--- config.mk ---
export PLATFORM = sky130hd
export DESIGN_NAME = crc16_w32
export DESIGN_NICKNAME = d
export VERILOG_FILES = /design/src/rtl/rx_frame_checker_pkg.sv /design/src/rtl/rx_frame_checker_crc.sv
export SDC_FILE = /design/constraint.sdc
export NUM_CORES = 1
export LEC_CHECK = 0
export ABC_AREA = 1
export BUFFER_PORTS_ARGS = -buffer_cell sky130_fd_sc_hd__buf_2
export CAP_MARGIN = 20
export CORE_MARGIN = 2
export CORE_UTILIZATION = 33
export CTS_CLUSTER_DIAMETER = 30
export CTS_CLUSTER_SIZE = 16
export DETAILED_ROUTE_END_ITERATION = 8
export RECOVER_POWER = 100
export SLEW_MARGIN = 20
export SYNTH_ARGS = -nofsm -noshare
export SYNTH_HDL_FRONTEND = slang
export SYNTH_SLANG_ARGS = --single-unit
--- constraint.sdc ---
create_clock -name clk -period 1.8 [get_ports clk]
set_input_delay 0.36 -clock clk [delete_from_list [all_inputs] [get_ports clk]]
set_output_delay 0.36 -clock clk [all_outputs]
set_load 0.01 [all_outputs]
--- src/rtl/rx_frame_checker_pkg.sv ---
// rx_frame_checker_pkg: framing constants, FSM states and CRC-16 shared by the TX framer and the RX frame checker
package rx_frame_checker_pkg;
  localparam logic [15:0] SYNC_HDR = 16'hCAFE;
  localparam logic [15:0] SYNC_FCS = 16'hC0DE;
  localparam logic [15:0] CRC_INIT = 16'hFFFF;
  localparam logic [15:0] CRC_POLY = 16'h1021;
  localparam int DEF_NB_SAMPLES = 256;
  localparam int TS_PER_SAMPLE = 250;
  typedef enum logic [2:0] {
    HUNT    = 3'd0,
    TS_MSB  = 3'd1,
    TS_LSB  = 3'd2,
    PAYLOAD = 3'd3,
    FCS     = 3'd4
  } state_t;
  // MSB-first CRC-16 (poly 0x1021, no reflection) over one whole 32-bit word
  function automatic logic [15:0] crc16(input logic [15:0] crc, input logic [31:0] data);
    logic [15:0] c;
    c = crc;
    for (int i = 31; i >= 0; i--)
      c = {c[14:0], 1'b0} ^ ((c[15] ^ data[i]) ? CRC_POLY : 16'h0000);
    return c;
  endfunction
endpackage

--- src/rtl/rx_frame_checker_crc.sv ---
// crc16_w32: registered CRC-16 accumulator, one 32-bit word per enabled cycle
// Ports: clk, reset_n (sync active-low), init (reload CRC_INIT, wins over en),
//        en (fold data into crc), data (32-bit word), crc (current value)
module crc16_w32
  import rx_frame_checker_pkg::*;
(
  input  logic        clk,
  input  logic        reset_n,
  input  logic        init,
  input  logic        en,
  input  logic [31:0] data,
  output logic [15:0] crc
);
  always_ff @(posedge clk)
    if (!reset_n || init) crc <= CRC_INIT;
    else if (en) crc <= crc16(crc, data);
endmodule

==> results of run 1 <==
==> per-stage QoR <==
stage	TNS, ps	worst slack, ps	hold slack, ps
floorplan	-470.5	-64.49	464.0
global placement	-6828	-526.4	476.1
detailed placement	-7261	-532.0	478.9
CTS	-4409	-314.1	460.1
global route	-7051	-578.5	504.0
finish	-4995	-437.2	460.6
==> cell families (layout without fill, tap and decap cells) <==
group	Yosys count	in the layout	synth area share (%)
XOR/XNOR	26	26	9.665
AO/OA/AOI/OAI	24	24	5.098
buffers and inverters	67	195	10.73
AND/OR/NAND/NOR	266	266	60.91
flip-flops	16	16	13.60
==> area by class of cell <==
class / instances / area (sq um)
Clock buffer: 4 / 55.05
Fill cell: 590 / 2506
Inverter: 64 / 252.7
Multi-Input combinational cell: 316 / 2723
Sequential cell: 16 / 345.3
Tap cell: 96 / 120.1
Timing Repair Buffer: 127 / 867.1
==> placed cells by master, fill, tap and decap left out, drive strengths merged, types with 9 or more instances in the layout <==
master	netlist	layout
nand3	57	57
xor2	13	13
nand3b	9	9
xnor2	13	13
dfxtp	16	16
nand2	195	195
clkbuf	2	11
a21oi	18	18
inv	63	63
buf	1	120
==> worst max path at each step <==
stage	start	to	slack [ps]	depth (start not counted)
global route	crc[14]$_SDFFE_PP1P_	crc[12]$_SDFFE_PP1P_	-580	18
floorplan	crc[14]$_SDFFE_PP1P_	crc[7]$_SDFFE_PP1P_	-60	20
finish	crc[11]$_SDFFE_PP1P_	crc[12]$_SDFFE_PP1P_	-440	17
global placement	data[28]	crc[12]$_SDFFE_PP1P_	-530	19
CTS	crc[15]$_SDFFE_PP1P_	crc[12]$_SDFFE_PP1P_	-310	21
detailed placement	data[28]	crc[12]$_SDFFE_PP1P_	-530	19
==> worst max-delay path, stage by stage (launching register included) <==
cell and delay, ps:
dfxtp_4 380, xnor2_4 230, nand2_8 100, nand2_8 100, nand2_8 80, nand2_8 90, nand2_2 60, nand3_4 120
nand2_4 80, nand2_4 110, nand2_4 80, buf_6 120, nand2_1 90, nand3_2 100, nand2_2 110, nand3_1 100
nand3_2 90, nand2_2 50
==> per-layer routing <==
layer | global-route usage, % | up-vias | routed length, microns
met5 | 0 | - | 0
met4 | 4.821 | 0 | 179
met3 | 1.586 | 21 | 402
met2 | 42.04 | 70 | 4514
met1 | 26.09 | 1378 | 3556
li1 | - | 1483 | -
==> cell usage after synthesis (all sizes together) <==
master,number,area (sq um)
a21oi,18,90.09
buf,1,5.000
clkbuf,2,7.510
clkinv,1,3.750
dfxtp,16,320.3
inv,63,236.5
nand2,195,959.7
nand3,57,375.4
nand3b,9,67.56
nand4,1,12.51
nor2,3,13.77
o21ai,6,30.02
or2,1,6.260
xnor2,13,113.9
xor2,13,113.9
==> repair_timing <==
| item | 4_1_cts | 5_1_grt |
|---|---|---|
| buffers inserted | 24 | 5 |
| gates resized for setup | 144 | 44 |
| setup endpoints to repair | 16 | 16 |
| pin swaps | 98 | 27 |
| cloned | 0 | 0 |
==> results.json, run 1 <==
{
  "cts_num_sinks": 16,
  "hold_viol_final": 0,
  "die_w_microns": 88.50,
  "grt_pass1_wl_microns": 13130,
  "drv_cap": 0,
  "die_area_sq_um": 7831,
  "via_per_inst": 4.738,
  "start_util_pct": 34.30,
  "setup_slack_ps": -437.2,
  "die_y_microns": 88.50,
  "synth_area_sq_um": 2356,
  "root_buffer": "clkbuf_8",
  "crit_arrival_ps": 2380,
  "clock_skew_ps": 3.126,
  "drt_iter0_drc": 108,
  "layout-drive-gt1-share_pct": 64.71,
  "ant_nets": 0,
  "cts_htree_levels": 1,
  "core.rowCount": 30,
  "grt.total_usage_pct": 21.77,
  "max-clock-path-buffers": 2,
  "timing.slew.headroom_pct": 66.09,
  "io_buffers": 51,
  "postPlaceCellArea_sq_um": 3219,
  "fin_nets": 564,
  "period_minus_slack_ps": 2237,
  "syn_inst": 399,
  "wire_per_inst_microns": 13.89,
  "synth_nets": 435,
  "worst-path-max-fanout": 5,
  "area_delta_synth_final_pct": 85.18,
  "n_antenna_cell": 0,
  "rsz0062_at_grt": "yes",
  "fin_util_pct": 63.52,
  "cts_tree": "built",
  "io_pins": 52,
  "top_register": "crc",
  "ys_seq_elements": 16,
  "final_area_sq_um": 4363,
  "grt_max_degree": 17,
  "stdcell_count": 623,
  "max_slew.worst_pin.slew_ps": 508.1,
  "min_from": "en",
  "firstDrtPassIters": 4,
  "clk_pin_slew_worst_paths_ps": 70,
  "reg2regPathDepth": 17,
  "yosysSeqAreaShare_pct": 13.60,
  "largest_reg_flops": 16,
  "holdPathStages": 4,
  "clk_latency_ps": 250,
  "status": "finished, violations left",
  "whs_endpoint": "crc[1]$_SDFFE_PP1P_",
  "place_congestion": 0.9582,
  "period_share_pct": 124.3,
  "synth.avg_cell_area_sq_um": 5.905,
  "drv_slew": 0,
  "grt_pass1_vias": 2906,
  "cts_buffers": 3,
  "r2r_start": "crc[11]$_SDFFE_PP1P_",
  "violations": "setup timing",
  "ys.warnings.count": 0,
  "r2r_end": "crc[12]$_SDFFE_PP1P_",
  "finalSetupViolCount": 16,
  "ys_types": 22,
  "hp-class": "input port to register",
  "vias": 2952,
  "largestRegisters": "crc (16)",
  "dp.cells": 590,
  "ctsHoldBuffers": 0,
  "critPathKind": "register to register",
  "worst_ep_required_time_ps": 1940,
  "clock.fmax_mhz": 447.0,
  "core_sq_um": 6869,
  "hpwlAfterDp_microns": 6264,
  "gr-total-overflow": 0,
  "antenna_found_initial": 0,
  "reg2reg_slack_ps": -440,
  "critPathCaptureType": "register",
  "cp-start-kind": "register",
  "drt-total-wl_microns": 8653,
  "drc": 0
}
Power of run 1 is left out: the tool's default activity adds up to more than one toggle a clock period on the data nets, which glitch-free logic cannot reach.
==> inputs of run 2 (changes only) <==
==> constraint.sdc (replaced) <==
create_clock -name clk -period 2.6 [get_ports clk]
set_input_delay 0.52 -clock clk [delete_from_list [all_inputs] [get_ports clk]]
set_output_delay 0.52 -clock clk [all_outputs]
set_load 0.01 [all_outputs]
==> results.json, run 2 (same netlist as run 1, synthesis figures left out) <==
{
  "max_slew.worst_pin.slew_ps": 532.9,
  "die_area_sq_um": 7831,
  "peakVddDrop_v": 0.0008125,
  "fin_util_pct": 40.56,
  "timing.slew.headroom_pct": 64.25,
  "gr-total-overflow": 0,
  "clock_skew_ps": 1.129,
  "cts_num_sinks": 16,
  "cts_tree": "built",
  "die_w_microns": 88.50,
  "finalSetupViolCount": 0,
  "drv_cap": 0,
  "grt.total_usage_pct": 17.95,
  "crit_arrival_ps": 2490,
  "holdPathStages": 2,
  "place_congestion": 0.9389,
  "hp-class": "register to register",
  "p_per_area_nw_per_um2": 1551,
  "area_delta_synth_final_pct": 18.27,
  "hold_viol_final": 0,
  "drt-total-wl_microns": 6650,
  "layout_common_cells": "nand2_1 (135), inv_1 (56), nand2_2 (46)",
  "worstSetupEndpoint": "crc[8]$_SDFFE_PP1P_",
  "clock.fmax_mhz": 426.8,
  "clk_latency_ps": 250,
  "period_minus_slack_ps": 2343,
  "r2r_start": "crc[15]$_SDFFE_PP1P_",
  "cts_buffers": 3,
  "ant_nets": 0,
  "final_common_cell": "nand2_1",
  "stdcell_count": 553,
  "core.rowCount": 30,
  "worst_ep_required_time_ps": 2740,
  "leakagePower_nw": 1.615,
  "die_y_microns": 88.50,
  "drv_slew": 0,
  "layout-drive-gt1-share_pct": 28.01,
  "worst-path-max-fanout": 5,
  "critPathCaptureType": "register",
  "via_per_inst": 4.606,
  "largest_reg_flops": 16,
  "finalSetupTns_ps": 0,
  "ctsHoldBuffers": 0,
  "io_buffers": 51,
  "core_sq_um": 6869,
  "start_util_pct": 34.30,
  "grt_pass1_vias": 2323,
  "firstDrtPassIters": 4,
  "root_buffer": "clkbuf_8",
  "cp-start-kind": "register",
  "reg2reg_slack_ps": 260,
  "wire_per_inst_microns": 12.03,
  "largestRegisters": "crc (16)",
  "max-clock-path-buffers": 2,
  "drc": 0,
  "cts_setup_buffers": 0,
  "status": "finished, final reports clean",
  "reg2regPathDepth": 17,
  "vias": 2547,
  "grt_pass1_wl_microns": 10920,
  "r2r_end": "crc[8]$_SDFFE_PP1P_",
  "dp.cells": 549,
  "grt_max_degree": 18,
  "cts_htree_levels": 1,
  "rsz0062_at_grt": "no",
  "clk_pin_slew_worst_paths_ps": 70,
  "top_register": "crc",
  "fin_nets": 494,
  "period_share_pct": 90.12,
  "holdWs_ps": 527.1,
  "n_antenna_cell": 0,
  "hpwlAfterDp_microns": 5793,
  "total_power_mw": 4.321,
  "startpoint": "crc[15]$_SDFFE_PP1P_",
  "critPathKind": "register to register",
  "drt_iter0_drc": 101,
  "antenna_found_initial": 0,
  "io_pins": 52,
  "cts_resized": 0
}
==> run 2: worst min path at each step <==
stage | startpoint | end | slack, ps
2_1_floorplan | crc[4]$_SDFFE_PP1P_ | crc[4]$_SDFFE_PP1P_ | 540
3_3_place_gp | crc[12]$_SDFFE_PP1P_ | crc[12]$_SDFFE_PP1P_ | 510
3_5_place_dp | crc[12]$_SDFFE_PP1P_ | crc[12]$_SDFFE_PP1P_ | 510
4_1_cts | crc[12]$_SDFFE_PP1P_ | crc[12]$_SDFFE_PP1P_ | 530
5_1_grt | crc[1]$_SDFFE_PP1P_ | crc[1]$_SDFFE_PP1P_ | 560
6_report | crc[12]$_SDFFE_PP1P_ | crc[12]$_SDFFE_PP1P_ | 530
==> run 2: cell type report <==
cell class              count  area [sq um]
clock buffers               4         55.05
fillers                   780          4083
inverters                  64         240.2
multi-input cells         316          1770
flip-flops and latches     16         320.3
well taps                  96         120.1
repair buffers             57         280.3
==> run 2: where the power goes <==
part / internal (mW) / switching (mW) / leakage, nW / total [mW]
combinational: 1.27 / 2.44 / 1.46 / 3.71
clock: 0.134 / 0.0890 / 0.0288 / 0.223
sequential: 0.305 / 0.0781 / 0.132 / 0.383
==> run 2: metal layers <==
layer,global-route usage (%),vias to the layer above,wire length (microns)
li1,-,1344,-
met4,1.240,0,14
met3,0.9328,4,222
met5,0,-,0
met1,24.62,1154,3186
met2,32.47,45,3225
==> run 2: worst max-delay path, cell delays in order, from the launching register on <==
cell and delay, ps:
dfxtp_1 420, inv_1 80, nand2_1 80, nand2_2 70
nand2_2 130, nand2_2 110, nand2_4 110, nand3_1 120
nand3_4 120, nand3_1 200, nand2_4 150, nand2_1 80
nand2_2 120, nand3_2 120, nand2_2 110, nand2_1 50
nand3_1 100, nand2_1 60
==> run 2: metrics by stage <==
step                area (sq um)  setup slack [ps]
finish                      2786             256.8
global route                2786             61.39
CTS                         2819             314.4
detailed placement          2764             122.7
global placement            2764             154.3
floorplan                   2356             547.6
Power figures use the tool's default switching activity.
